## src/rtl/pc_sequencer.sv

```systemverilog
// Program-counter stage: holds the PC, builds the four next-PC candidates and the mux-bank select.
// Optional misaligned-target trap is enabled by defining MISALIGN_TRAP_EN.
module pc_sequencer #(
  parameter int unsigned      WIDTH        = 32,
  parameter logic [WIDTH-1:0] RESET_VECTOR = '0
) (
  input  logic             i_clk,
  input  logic             i_rst_n,
  input  logic             i_branch_taken,
  input  logic             i_jump_en,
  input  logic             i_jr_en,
  input  logic [WIDTH-1:0] i_imm_offset,
  input  logic [25:0]      i_jump_index,
  input  logic [WIDTH-1:0] i_reg_target,
  input  logic             i_stall,
  input  logic             i_halt_req,
  input  logic             i_resume,
  input  logic [WIDTH-1:0] i_next_pc,
  output logic [WIDTH-1:0] o_pc,
  output logic [WIDTH-1:0] o_pc_plus4,
  output logic [WIDTH-1:0] o_branch_target,
  output logic [WIDTH-1:0] o_jump_addr,
  output logic [WIDTH-1:0] o_reg_addr,
  output logic [1:0]       o_pc_select,
  output logic [1:0]       o_state,
`ifdef MISALIGN_TRAP_EN
  output logic             o_misalign,
`endif
  output logic [15:0]      o_retired_cnt
);

  typedef enum logic [1:0] {
    StBoot  = 2'b00,
    StRun   = 2'b01,
    StStall = 2'b10,
    StHalt  = 2'b11
  } state_e;

  state_e           r_state;
  logic [WIDTH-1:0] r_pc;
  logic [15:0]      r_retired_cnt;
  logic [WIDTH-1:0] w_pc_plus4;
  logic [1:0]       w_pc_select;

  assign w_pc_plus4      = r_pc + WIDTH'(4);
  assign o_pc            = r_pc;
  assign o_pc_plus4      = w_pc_plus4;
  assign o_branch_target = w_pc_plus4 + (i_imm_offset << 2);
  assign o_jump_addr     = {w_pc_plus4[WIDTH-1:28], i_jump_index, 2'b00};
  assign o_reg_addr      = i_reg_target;
  assign o_pc_select     = w_pc_select;
  assign o_state         = r_state;
  assign o_retired_cnt   = r_retired_cnt;

  // Select stays sequential while booting or halted so the bank never sees a stale redirect.
  always_comb begin
    w_pc_select = 2'b00;
    if (r_state == StRun || r_state == StStall) begin
      if (i_jr_en)             w_pc_select = 2'b11;
      else if (i_jump_en)      w_pc_select = 2'b10;
      else if (i_branch_taken) w_pc_select = 2'b01;
      else                     w_pc_select = 2'b00;
    end
  end

`ifdef MISALIGN_TRAP_EN
  logic r_misalign;
  logic w_np_misaligned;

  assign w_np_misaligned = |i_next_pc[1:0];
  assign o_misalign      = r_misalign;
`else
  logic [1:0] w_unused_np_low;

  assign w_unused_np_low = i_next_pc[1:0];
`endif

  always_ff @(posedge i_clk) begin
    if (!i_rst_n) begin
      r_state       <= StBoot;
      r_pc          <= RESET_VECTOR;
      r_retired_cnt <= '0;
`ifdef MISALIGN_TRAP_EN
      r_misalign    <= 1'b0;
`endif
    end else begin
      case (r_state)
        // RESET_VECTOR gets exactly one fetch cycle before the first update.
        StBoot: r_state <= StRun;
        StRun: begin
          if (i_halt_req) begin
            r_state <= StHalt;
          end else if (i_stall) begin
            r_state <= StStall;
          end else begin
`ifdef MISALIGN_TRAP_EN
            if (w_np_misaligned) begin
              r_state    <= StHalt;
              r_misalign <= 1'b1;
            end else begin
              r_pc          <= i_next_pc;
              r_retired_cnt <= r_retired_cnt + 16'd1;
            end
`else
            r_pc          <= {i_next_pc[WIDTH-1:2], 2'b00};
            r_retired_cnt <= r_retired_cnt + 16'd1;
`endif
          end
        end
        // Leaving STALL never updates the PC on the same edge.
        StStall: begin
          if (i_halt_req)    r_state <= StHalt;
          else if (!i_stall) r_state <= StRun;
        end
        StHalt: begin
          if (i_resume) begin
`ifdef MISALIGN_TRAP_EN
            r_misalign <= 1'b0;
`endif
            if (!i_halt_req) r_state <= StRun;
          end
        end
        default: r_state <= StBoot;
      endcase
    end
  end

endmodule
```

## config.mk

```make
export PLATFORM = sky130hd
export DESIGN_NAME = pc_sequencer
export DESIGN_NICKNAME = d
export VERILOG_FILES = /design/src/rtl/pc_sequencer.sv
export SDC_FILE = /design/constraint.sdc
export NUM_CORES = 1
export LEC_CHECK = 0
export BUFFER_PORTS_ARGS = -buffer_cell sky130_fd_sc_hd__buf_2
export CORE_AREA = 2 2 122 124
export DETAILED_ROUTE_END_ITERATION = 8
export DIE_AREA = 0 0 124 126
export PLACE_DENSITY = 0.66
export SLEW_MARGIN = 15
export SYNTH_ARGS = -nofsm -noshare
export SYNTH_HDL_FRONTEND = slang
export SYNTH_SLANG_ARGS = --single-unit
```

## constraint.sdc

```tcl
create_clock -name i_clk -period 4.85 [get_ports i_clk]
set_clock_uncertainty 0.2 [all_clocks]
set_input_delay 0.2425 -clock i_clk [delete_from_list [all_inputs] [get_ports i_clk]]
set_output_delay 0.2425 -clock i_clk [all_outputs]
set_load 0.005 [all_outputs]
```

Yosys cells after proc, flatten, opt, wreduce, memory -nomap -nowiden
Index checks and enable logic that the tools add are counted.
{"block": "totals", "register_bits": 48, "in_bits": 130, "output_inout_bits": 180, "word_cells": 30}
{"block": "classes", "addsub": 3, "eq_ne": 7, "n_mux": 11, "bitwise_logic": 2, "n_reduce_logical": 4}
{"op": "$add 32x3->32 const B", "n": 1}
{"op": "$add 32x32->32", "n": 1}
{"op": "$mux 2", "n": 9}
{"op": "$add 16x1->16 const B", "n": 1}
{"op": "$pmux 2 s4", "n": 1}
{"op": "$ne 3x3->1 const B", "n": 2}
{"op": "$eq 2x2->1 const B", "n": 2}
{"op": "$ne 2x2->1 const B", "n": 2}
{"op": "$reduce_and 4->1", "n": 1}
{"op": "$reduce_and 3->1", "n": 1}
{"op": "$eq 2x1->1 const B", "n": 1}
{"op": "$logic_not 2->1", "n": 1}
{"op": "$not 1->1", "n": 2}
{"op": "$logic_or 1x1->1", "n": 1}
{"op": "$mux 1", "n": 1}

Longest topological paths before layout
Gate-level depths: netlist (run 1).
{"block": "depth", "word_depth": 4, "ltp_mapped": 14, "mapped_depth_nobuf": 13}

Worst setup path before layout (run 1)
OpenSTA, ideal clock, no wires.
{"block": "synth_path", "path_type": "flip-flop to output port", "start": "register r_pc[4] (netlist: o_pc[4])", "end": "output o_branch_target[31]", "arrival_time_ns": 3.124, "required_ns": 4.408, "slack_ns": 1.283, "path_stages_with_launch": 12, "path_buffers": 1, "path_cell_list": "dfxtp_1 -> nand3_2 -> or3_4 -> nor4_4 -> nand3_1 -> xnor2_1 -> ha_1 -> clkbuf_1 -> nand4_1 -> or4_1 -> o221ai_1 -> xnor2_1"}
{"block": "synth_via", "elab_chain_cells": 2}
{"item": "from (decl)", "line_no": "40", "text": "logic [WIDTH-1:0] r_pc;"}
{"item": "from (signal assigned)", "line_no": "105", "text": "r_pc <= {i_next_pc[WIDTH-1:2], 2'b00};"}
{"item": "$add 32x3->32", "line_no": "45", "text": "assign w_pc_plus4 = r_pc + WIDTH'(4);"}
{"item": "via o_pc_plus4[25]", "line_no": "20", "text": "output logic [WIDTH-1:0] o_pc_plus4,"}
{"item": "$add 32x32->32", "line_no": "48", "text": "assign o_branch_target = w_pc_plus4 + (i_imm_offset << 2);"}
{"item": "to (decl)", "line_no": "21", "text": "output logic [WIDTH-1:0] o_branch_target,"}
The timed path passes the listed nets, and every way through them passes these cells.

Worst setup path after layout (run 1)
{"block": "layout_path", "start": "register r_pc[4] (netlist: o_pc[4])", "end": "output o_branch_target[28]"}
{"block": "layout_via", "elab_chain_cells": 2}
{"item": "$add 32x3->32", "line_no": "45"}
{"item": "$add 32x32->32", "line_no": "48"}
Every way passes these cells.

==> results of run 1 <==
-- sequential cells by signal, summed over array words and instances, names as in the netlist --
signal         cells
o_pc              30
o_retired_cnt     16
o_state            2
-- per-layer routing --
layer	track usage [%]	routed length, um	vias to the layer above
li1	-	-	2294
met4	4.56	298	0
met2	29.3	6690	159
met3	4.26	980	21
met1	23.0	6180	2086
met5	0	0	-
-- through the flow --
stage               setup slack [ns]  instances
finish                         0.312        915
global route                  0.0551        915
CTS                            0.222        915
detailed placement             0.555        899
global placement               0.659        899
floorplan                       1.28        622
-- cell usage in the layout, fill, tap and decap left out, types with 5 or more instances in the layout --
master           n
o21ai_1          8
o21ai_0         13
xnor2_1         43
a21boi_0        32
nand2_1        102
ha_1            37
and3_1           5
clkbuf_16        5
dfxtp_1         48
or3_1            6
nor2_1          32
nand3_1         18
a21o_1          17
dlygate4sd3_1    8
and2_1          15
a21oi_1         32
buf_2          181
nor3_1           6
nand4_1         24
conb_1           8
xor2_1          25
inv_1            9
-- critical path: cells and delay by family (launching register included) --
kind / cells / cell delay (ns)
buffers and inverters: 1 / 0.14
xor gates and xnor gates: 2 / 0.45
DFF: 1 / 0.45
adders and majority gates: 1 / 0.37
AOI/OAI and AO/OA: 4 / 0.97
and+or+nand+nor: 4 / 1.42
-- final timing paths --
kind,endpoint,depth (start not counted)
max reg2reg,o_retired_cnt[15]$_SDFFE_PN0P_,7
max,o_branch_target[28],12
min,o_pc[11]$_SDFFE_PN0P_,3
min reg2reg,o_retired_cnt[1]$_SDFFE_PN0P_,2
-- layout make-up --
type                       instances  area (um^2)  share of cell area, %
clock inverter                     3         90.1                   1.61
sequential                        48          961                   17.1
tap                              184          230                   4.10
multi-input combinational        475         3170                   56.5
timing repair buffer             191         1000                   17.8
inverter                           9         33.8                  0.602
clock buffer                       5          125                   2.23
-- power by group --
group | total, uW | internal (uW) | leakage (uW) | switching, uW
Clock | 493 | 347 | 0.000104 | 146
Sequential | 451 | 415 | 0.000388 | 36.0
Combinational | 435 | 198 | 0.00230 | 237
-- kinds of logic after synthesis --
family | synth area share, %
flops | 20.3
simple gates | 24.7
mux | 0.846
xor+xnor | 12.6
other cells | 0.0792
fa+ha+maj | 10.2
buf+inv | 13.4
compound gates | 17.9
==> metrics.txt, run 1 <==
status=completed; CTS tree=built; clock-pin slew on the worst setup and hold paths=0.06 ns; Ant. Diodes=0; overall power=between 1000 and 1500 uW; synthesized cell area=4730 um^2; I/O pin count=310; origin of the critical flop-to-flop path=o_state[0]$_SDFFE_PN0P_; Worst-Skew Late Latency=between 0.2 and 0.3 ns; TritonCTS buffer count=5; Post-DRT Antenna Nets=0; Crit path required time=4.41 ns; slowest library cell on the worst path=or3_4; Yosys top cell by area=dfxtp_1; Final Hold Viols=0; CP endpoint kind=output pin; Fill cells=1544; Initial Util=33.1%; fin area=between 5000 and 6000 um^2; largest net degree at the start of global routing=49; Core Util, Final=between 30 and 40%; post-DR wirelength/cell=around 15 um; gr usage total=approximately 18%; initial antenna violation count=1; DR vias=4560; GPL Wtd Cong=0.861; DRC=0; worst-margin pin slew=approximately 1.1 ns; PD cells=246 nW/um^2; setup violators final=0; Post-Syn Area per Cell=roughly 7.7 um^2; HP Start=i_next_pc[11]; share of the synthesized area in the top cell type=between 20% and 30%; Routed WL=14200 um; CTS Root Cell=clkbuf_16; Crit Path Max Fanout=8; library cells used by synthesis=a little over 50; WHS=between 0.004 and 0.005 ns; CP startpoint kind=flop; Largest stage delay, worst path=about 0.47 ns; predominant post-synthesis flop cell=dfxtp_1; vias per cell=4.98; H-tree levels=2; Async SR Flop Fraction=0%; first-pass GRT wire length=22000 um; Area growth syn-to-layout=18.5%; core area=~14000 um^2; Worst EP arrival=4.10 ns; period utilisation layout=between 90% and 100%; Reg2Reg Setup Slack=1.86 ns; top-count cell post-synth=nand2_1; layout cell share with drive strength beyond 1=approximately 28%; Synth top cells by count=102 x nand2_1, 70 x buf_4, 48 x dfxtp_1; DRT iter0 DRCs=155; nets@finish=898; Crit Path Category=flop to output pin; Hold/Removal Path Class=input pin to flop; min cycle time layout=4.54 ns; full die area=~16000 um^2; DIE WIDTH=between 100 and 150 um; flops & latches, synth=48; CTS Sinks=48; Synth area leaders=dfxtp_1 20%, buf_4 11%, ha_1 9.8%; crit path from=o_pc[4]$_SDFFE_PN0P_; sequential-to-total area share from yosys stat=20.3%; worst path cell trace=nand3_2 > or3_4 > nor4_4 > xor2_1 > ha_1 > a21o_1 > o21bai_1 > or3_1 > a211oi_1 > o31ai_1 > xor2_1 > buf_2; number of synthesized flops with an enable pin=0; Setup TNS=0 ns; f_max=0.220 GHz; Peak VDD IR=0.000247 V; Most Frequent Cell on Critical Path=xor2_1; Post-DP HPWL=roughly 12000 um; CTS resizes=0; IO buf count=181; DP Area=5320 um^2; die height=126 um; worst relative slew slack=about a quarter; vias in the first global route=4280; Mapped Cells=615; Core Rows=44; Lkg Pwr=0.00279 uW; CTS Hold Bufs=8; Yosys Warn Count=0; setup repair after global routing missed its margin=no; Post-CTS Setup Bufs=0; maximum clock insertion buffer count=2; drt first pass iters=4; fin. max-slew vios=0; gr ovfl total=0; max cap viols=0
No activity file was read; power rests on OpenSTA's default activity.
==> run 2, diff against run 1 <==
--- a/config.mk
+++ b/config.mk
@@ -9,7 +9,7 @@
 export CORE_AREA = 2 2 122 124
 export DETAILED_ROUTE_END_ITERATION = 8
 export DIE_AREA = 0 0 124 126
-export PLACE_DENSITY = 0.66
+export PLACE_DENSITY = 0.73
 export SLEW_MARGIN = 15
 export SYNTH_ARGS = -nofsm -noshare
 export SYNTH_HDL_FRONTEND = slang
==> run 2 against run 1 <==
  * Sequential cell count unchanged
  * Critical path type unchanged
  * Count of clock-buffer cells in the layout unchanged
  * Power decreased by 12%
  * Utilization decreased by 1.0 points
  * Sequential share of layout area increased by 0.47 points
  * Die area unchanged
  * The run now ends with hold timing left
  * Final area decreased by 2.7%
  * Largest power group is now sequential cells
  * Non-clock buffer count decreased by 8
  * Via count decreased by 0.11%
==> metrics.txt, run 2 (synthesis gave the netlist of run 1 again) <==
status=finished with violations (was completed); failing checks=hold timing; non-filler cells in the finished layout=907 (was 915); setup repair after global routing missed its margin=no (unchanged); first-pass GRT wire length=21200 um (was 22000 um); post-DR wirelength/cell=15.4 um (was 15.5 um); I/O pin count=310 (unchanged); Setup TNS=0 ns (unchanged); min cycle time layout=4.45 ns (was 4.54 ns); worst-margin pin slew=1.04 ns (was 1.12 ns); Peak VDD IR=0.000163 V (was 0.000247 V); Crit Path Category=flop to output pin (unchanged); Hold/Removal Path Class=input pin to flop (unchanged); Post-DRT Antenna Nets=0 (unchanged); Post-DP HPWL=11600 um (was 11700 um); Area growth syn-to-layout=15.4% (was 18.5%); DRC=0 (unchanged); Post-CTS Setup Bufs=0 (unchanged); Reg2Reg Setup Slack=1.94 ns (was 1.86 ns); worst relative slew slack=30.4% (was 25.4%); Crit Path Max Fanout=8 (unchanged); setup violators final=0 (unchanged); HP Start=i_next_pc[24] (was i_next_pc[11]); DIE WIDTH=124 um (unchanged); Lkg Pwr=0.00273 uW (was 0.00279 uW); Worst R2R End=o_retired_cnt[14]$_SDFFE_PN0P_ (was o_retired_cnt[15]$_SDFFE_PN0P_); DRT iter0 DRCs=204 (was 155); f_max=0.225 GHz (was 0.220 GHz); max reg flops=30 (unchanged); Core Rows=44 (unchanged); worst hold path endpoint=o_pc[24]$_SDFFE_PN0P_ (was o_pc[11]$_SDFFE_PN0P_); DR vias=4555 (was 4560); TritonCTS buffer count=5 (unchanged); Hold Crit Depth=3 (unchanged); Final WS setup=0.404 ns (was 0.312 ns); PD cells=223 nW/um^2 (was 246 nW/um^2); vias in the first global route=4145 (was 4280); CP endpoint kind=output pin (unchanged); overall power=1220 uW (was 1380 uW); CTS tree=built (unchanged); total placed cells including tap cells=898 (was 899); commonest non-fill, non-tap cells in the layout=181 x buf_2, 102 x nand2_1, 48 x dfxtp_1 (unchanged); WHS=-0.00181 ns (was 0.00401 ns); full die area=15600 um^2 (unchanged); Final Hold Viols=1 (was 0); clock-pin slew on the worst setup and hold paths=0.07 ns (was 0.06 ns); largest net degree at the start of global routing=49 (unchanged); gr ovfl total=0 (unchanged); Worst EP arrival=4.00 ns (was 4.10 ns); vias per cell=5.02 (was 4.98); H-tree levels=2 (unchanged); initial antenna violation count=0 (was 1); origin of the critical flop-to-flop path=o_state[0]$_SDFFE_PN0P_ (unchanged); fin. max-slew vios=0 (unchanged); Worst-Skew Late Latency=0.28 ns (was 0.29 ns); Routed WL=14000 um (was 14200 um); CP startpoint kind=flop (unchanged); die height=126 um (unchanged); Place WS=0.696 ns (was 0.555 ns); Crit path required time=4.41 ns (about the same); FF-to-FF path depth=8 (was 7); nets@finish=890 (was 898); maximum clock insertion buffer count=2 (unchanged); Ant. Diodes=0 (unchanged); period utilisation layout=91.7% (was 93.6%); commonest non-fill, non-tap cell in the layout=buf_2 (unchanged); IO buf count=181 (unchanged); max cap viols=0 (unchanged); Initial Util=33.1% (unchanged); layout cell share with drive strength beyond 1=27.9% (was 27.8%); core area=14300 um^2 (unchanged); drt first pass iters=4 (unchanged); CTS Root Cell=clkbuf_16 (unchanged); GPL Wtd Cong=0.877 (was 0.861); CTS Sinks=48 (unchanged); gr usage total=17.0% (was 17.7%)
==> run 2: changes by cell type in the layout (fill, tap and decap cells not counted) <==
| cell | previous run | this run |
|---|---|---|
| buf_4 | 2 | 1 |
| bufinv_16 | 3 | 0 |
| clkinv_2 | 0 | 2 |
| clkinv_4 | 0 | 1 |
| dlygate4sd3_1 | 8 | 1 |
==> run 2: worst max-delay path, cell delays in order (launching register included) <==
cell      delay [ns]
dfxtp_1         0.45
nand3_2         0.18
or3_4           0.46
nor4_4          0.39
xor2_1          0.25
ha_1            0.34
a21o_1          0.23
o21bai_1        0.17
or3_1           0.36
a211oi_1        0.40
o31ai_1         0.16
xor2_1          0.16
buf_2           0.15
==> run 2: report_power, final <==
| group | leakage (uW) | internal [uW] | total, uW | switching (uW) |
|---|---|---|---|---|
| Combinational | 0.00227 | 194 | 432 | 238 |
| Clock | 0.0000736 | 190 | 338 | 148 |
| Sequential | 0.000388 | 415 | 450 | 35.0 |
| Total | 0.00273 | 799 | 1220 | 421 |
==> run 2: layout make-up <==
class,instances,area (um^2)
fill,1525,8850
timing repair buffer,183,923
multi-input combinational,475,3170
clock buffer,5,125
inverter,9,33.8
sequential,48,961
clock inverter,3,18.8
tap,184,230
==> run 2: per-stage QoR <==
stage	util [%]	instance area [um^2]
6_report	38.2	5460
5_1_grt	38.2	5460
4_1_cts	38.2	5460
3_5_place_dp	37.1	5310
3_3_place_gp	37.1	5310
2_1_floorplan	-	4760
==> run 2: worst max path at each step <==
stage,from,endpoint,slack [ns],cells after the start
2_1_floorplan,o_pc[4]$_SDFFE_PN0P_,o_branch_target[31],1.28,11
3_3_place_gp,o_pc[4]$_SDFFE_PN0P_,o_branch_target[28],0.73,12
3_5_place_dp,o_pc[4]$_SDFFE_PN0P_,o_branch_target[28],0.70,12
4_1_cts,o_pc[4]$_SDFFE_PN0P_,o_branch_target[28],0.37,12
5_1_grt,o_pc[4]$_SDFFE_PN0P_,o_branch_target[31],0.01,12
6_report,o_pc[4]$_SDFFE_PN0P_,o_branch_target[28],0.40,12
==> run 2: what timing repair did <==
item,in CTS,in global routing
gates resized for setup,0,0
hold endpoints to repair,1,0
hold buffers,1,0
==> run 2: layer usage <==
layer / routed length, um / vias to the layer above / global-route usage [%] / part of all wire (%)
li1: - / 2285 / - / -
met1: 6230 / 2103 / 22.4 / 45
met5: 0 / - / 0 / 0
met2: 6680 / 159 / 29.0 / 48
met3: 934 / 8 / 3.31 / 6.7
met4: 112 / 0 / 3.04 / 0.80
==> run 3, diff against run 2 <==
==> constraint.sdc (replaced) <==
create_clock -name i_clk -period 5.05 [get_ports i_clk]
set_clock_uncertainty 0.2 [all_clocks]
set_input_delay 0.2525 -clock i_clk [delete_from_list [all_inputs] [get_ports i_clk]]
set_output_delay 0.2525 -clock i_clk [all_outputs]
set_load 0.005 [all_outputs]
==> run 3 against run 2 <==
  * The run now ends clean
  * Non-clock buffer count did not move
  * Utilization rose by 0.35 points
  * Sequential share of layout area fell by 0.16 points
  * Setup slack improved by 0.034 ns
  * Count of clock-buffer cells in the layout did not move
  * Routed wire length rose by 0.78%
  * Largest cell class unchanged
  * Largest power group is now clock
  * Via count rose by 1.3%
  * First-iteration DRC count rose by 16%
  * Sequential cell count did not move
  * Global-route usage rose by 0.59 points
  * Combinational power fell by 4%
  * Hold slack improved by 0.0078 ns
==> metrics.txt, run 3 (synthesis gave the netlist of run 1 again) <==
Routed WL=14100 um (was 14000 um); Worst EP arrival=4.16 ns (was 4.00 ns); full die area=15600 um^2 (unchanged); nets@finish=890 (unchanged); die height=126 um (unchanged); vias in the first global route=4386 (was 4145); drt first pass iters=5 (was 4); Crit path required time=4.60 ns (was 4.41 ns); CTS Sinks=48 (unchanged); CP delay by family, top=simple AND/OR/NAND/NOR gates (unchanged); clock-pin slew on the worst setup and hold paths=0.07 ns (about the same); vias per cell=5.09 (was 5.02); PD cells=232 nW/um^2 (was 223 nW/um^2); Post-DRT Antenna Nets=0 (unchanged); worst relative slew slack=31.5% (was 30.4%); TritonCTS buffer count=5 (unchanged); DR vias=4613 (was 4555); setup violators final=0 (unchanged); overall power=1280 uW (was 1220 uW); I/O pin count=310 (unchanged); Setup TNS=0 ns (unchanged); Post-DP HPWL=11800 um (was 11600 um); first-pass GRT wire length=22000 um (was 21200 um); gr usage total=17.6% (was 17.0%); Worst-Skew Late Latency=0.29 ns (was 0.28 ns); min cycle time layout=4.61 ns; DRC=0 (unchanged); Crit Path Max Fanout=8 (unchanged); GPL Wtd Cong=0.903 (was 0.877); Ant. Diodes=0 (unchanged); post-DR wirelength/cell=15.5 um (was 15.4 um); initial antenna violation count=0 (unchanged); largest net degree at the start of global routing=49 (unchanged); DIE WIDTH=124 um (unchanged); Final Hold Viols=0 (was 1); DRT iter0 DRCs=237 (was 204); Largest stage delay, worst path=0.49 ns (was 0.46 ns); slowest library cell on the worst path=a211oi_1 (was or3_4); crit path buf inv count=1 (unchanged); commonest non-fill, non-tap cells in the layout=181 x buf_2, 102 x nand2_1, 48 x dfxtp_1 (unchanged); max cap viols=0 (unchanged); Area growth syn-to-layout=16.4% (was 15.4%); setup repair after global routing missed its margin=no (unchanged); Initial Util=33.1% (unchanged); H-tree levels=2 (unchanged); commonest non-fill, non-tap cell in the layout=buf_2 (unchanged); layout cell share with drive strength beyond 1=27.9% (unchanged); IO buf count=181 (unchanged); Hold/Removal Path Class=input pin to flop (unchanged); CP startpoint kind=flop (unchanged); Fill cells=1517 (was 1525); maximum clock insertion buffer count=2 (unchanged); period utilisation layout=approximately nine tenths; Crit Path Category=flop to output pin (unchanged); CTS Root Cell=clkbuf_16 (unchanged); gr ovfl total=0 (unchanged); core area=14300 um^2 (unchanged); worst-margin pin slew=1.03 ns (was 1.04 ns); CP endpoint kind=output pin (unchanged); status=completed (was finished with violations); worst path cell trace=nand3_2 > or3_4 > nor4_4 > xor2_1 > ha_1 > a21o_1 > o21bai_1 > or3_1 > a211oi_1 > o31ai_1 > xor2_1 > buf_2 (unchanged); Core Rows=44 (unchanged); fin. max-slew vios=0 (unchanged); Most Frequent Cell on Critical Path=xor2_1 (unchanged); Lkg Pwr=0.00275 uW (was 0.00273 uW); max reg flops=30 (unchanged); Peak VDD IR=0.000262 V (was 0.000163 V); f_max=0.217 GHz; CTS tree=built (unchanged)
[run 3: final cells by class]
cell class,instances,area (um^2),area share (%)
repair buffers,183,923,16.7
clock inverters,3,68.8,1.25
flip-flops and latches,48,961,17.4
clock buffers,5,125,2.27
well taps,184,230,4.18
inverters,9,33.8,0.613
multi-input cells,475,3170,57.5
[run 3: per-stage QoR]
step                      util [%]  worst slack (ns)  instances  hold WS (ns)  instance area (um^2)
after floorplan                  -              1.47        622         0.197                  4760
after global placement        37.1             0.873        898         0.289                  5310
after detailed placement      37.1             0.846        898         0.305                  5310
after CTS                     38.5             0.509        907       0.00484                  5510
after global routing          38.5             0.208        907       0.00846                  5510
final                         38.5             0.438        907       0.00594                  5510
[run 3: final timing paths]
kind,cells after the start,slack (ns),to,from
worst min-delay path,3,0.006,o_pc[28]$_SDFFE_PN0P_,i_next_pc[28]
worst max-delay path,12,0.44,o_branch_target[28],o_pc[4]$_SDFFE_PN0P_
worst max register to register,9,2.16,o_retired_cnt[12]$_SDFFE_PN0P_,o_state[1]$_SDFFE_PN0P_
worst min register to register,2,0.31,o_retired_cnt[6]$_SDFFE_PN0P_,o_retired_cnt[6]$_SDFFE_PN0P_
[run 3: report_power, final]
group          internal (uW)  switching, uW  leakage [uW]  total [uW]
combinational            186            228       0.00227         414
clock                    285            150     0.0000944         435
sequential               399           34.0      0.000388         433
[run 3: what timing repair did]
action,CTS,global route
setup endpoints to repair,0,0
hold buffers,1,0
resized for setup,0,0
hold endpoints to repair,1,0
setup buffers,0,0
[run 3: worst register-to-register path, cell delays in order, from the launching register on]
cell and delay (ns):
dfxtp_1 0.35, inv_1 0.07, ha_1 0.22, nor3b_4 0.72, buf_4 0.36, nand3_1 0.17, nor3_1 0.31, nand2_1 0.12
xnor2_1 0.13, and2_1 0.15
[run 3: layer usage]
layer  vias to the layer above  routed length, um  GRT usage, %  part of all wire [%]
met4                         0                405          6.28                   2.9
met1                      2121               6180          23.2                    44
met5                         -                  0             0                     0
met2                       185               6470          28.1                    46
met3                        26               1000          3.85                   7.1
li1                       2281                  -             -                     -
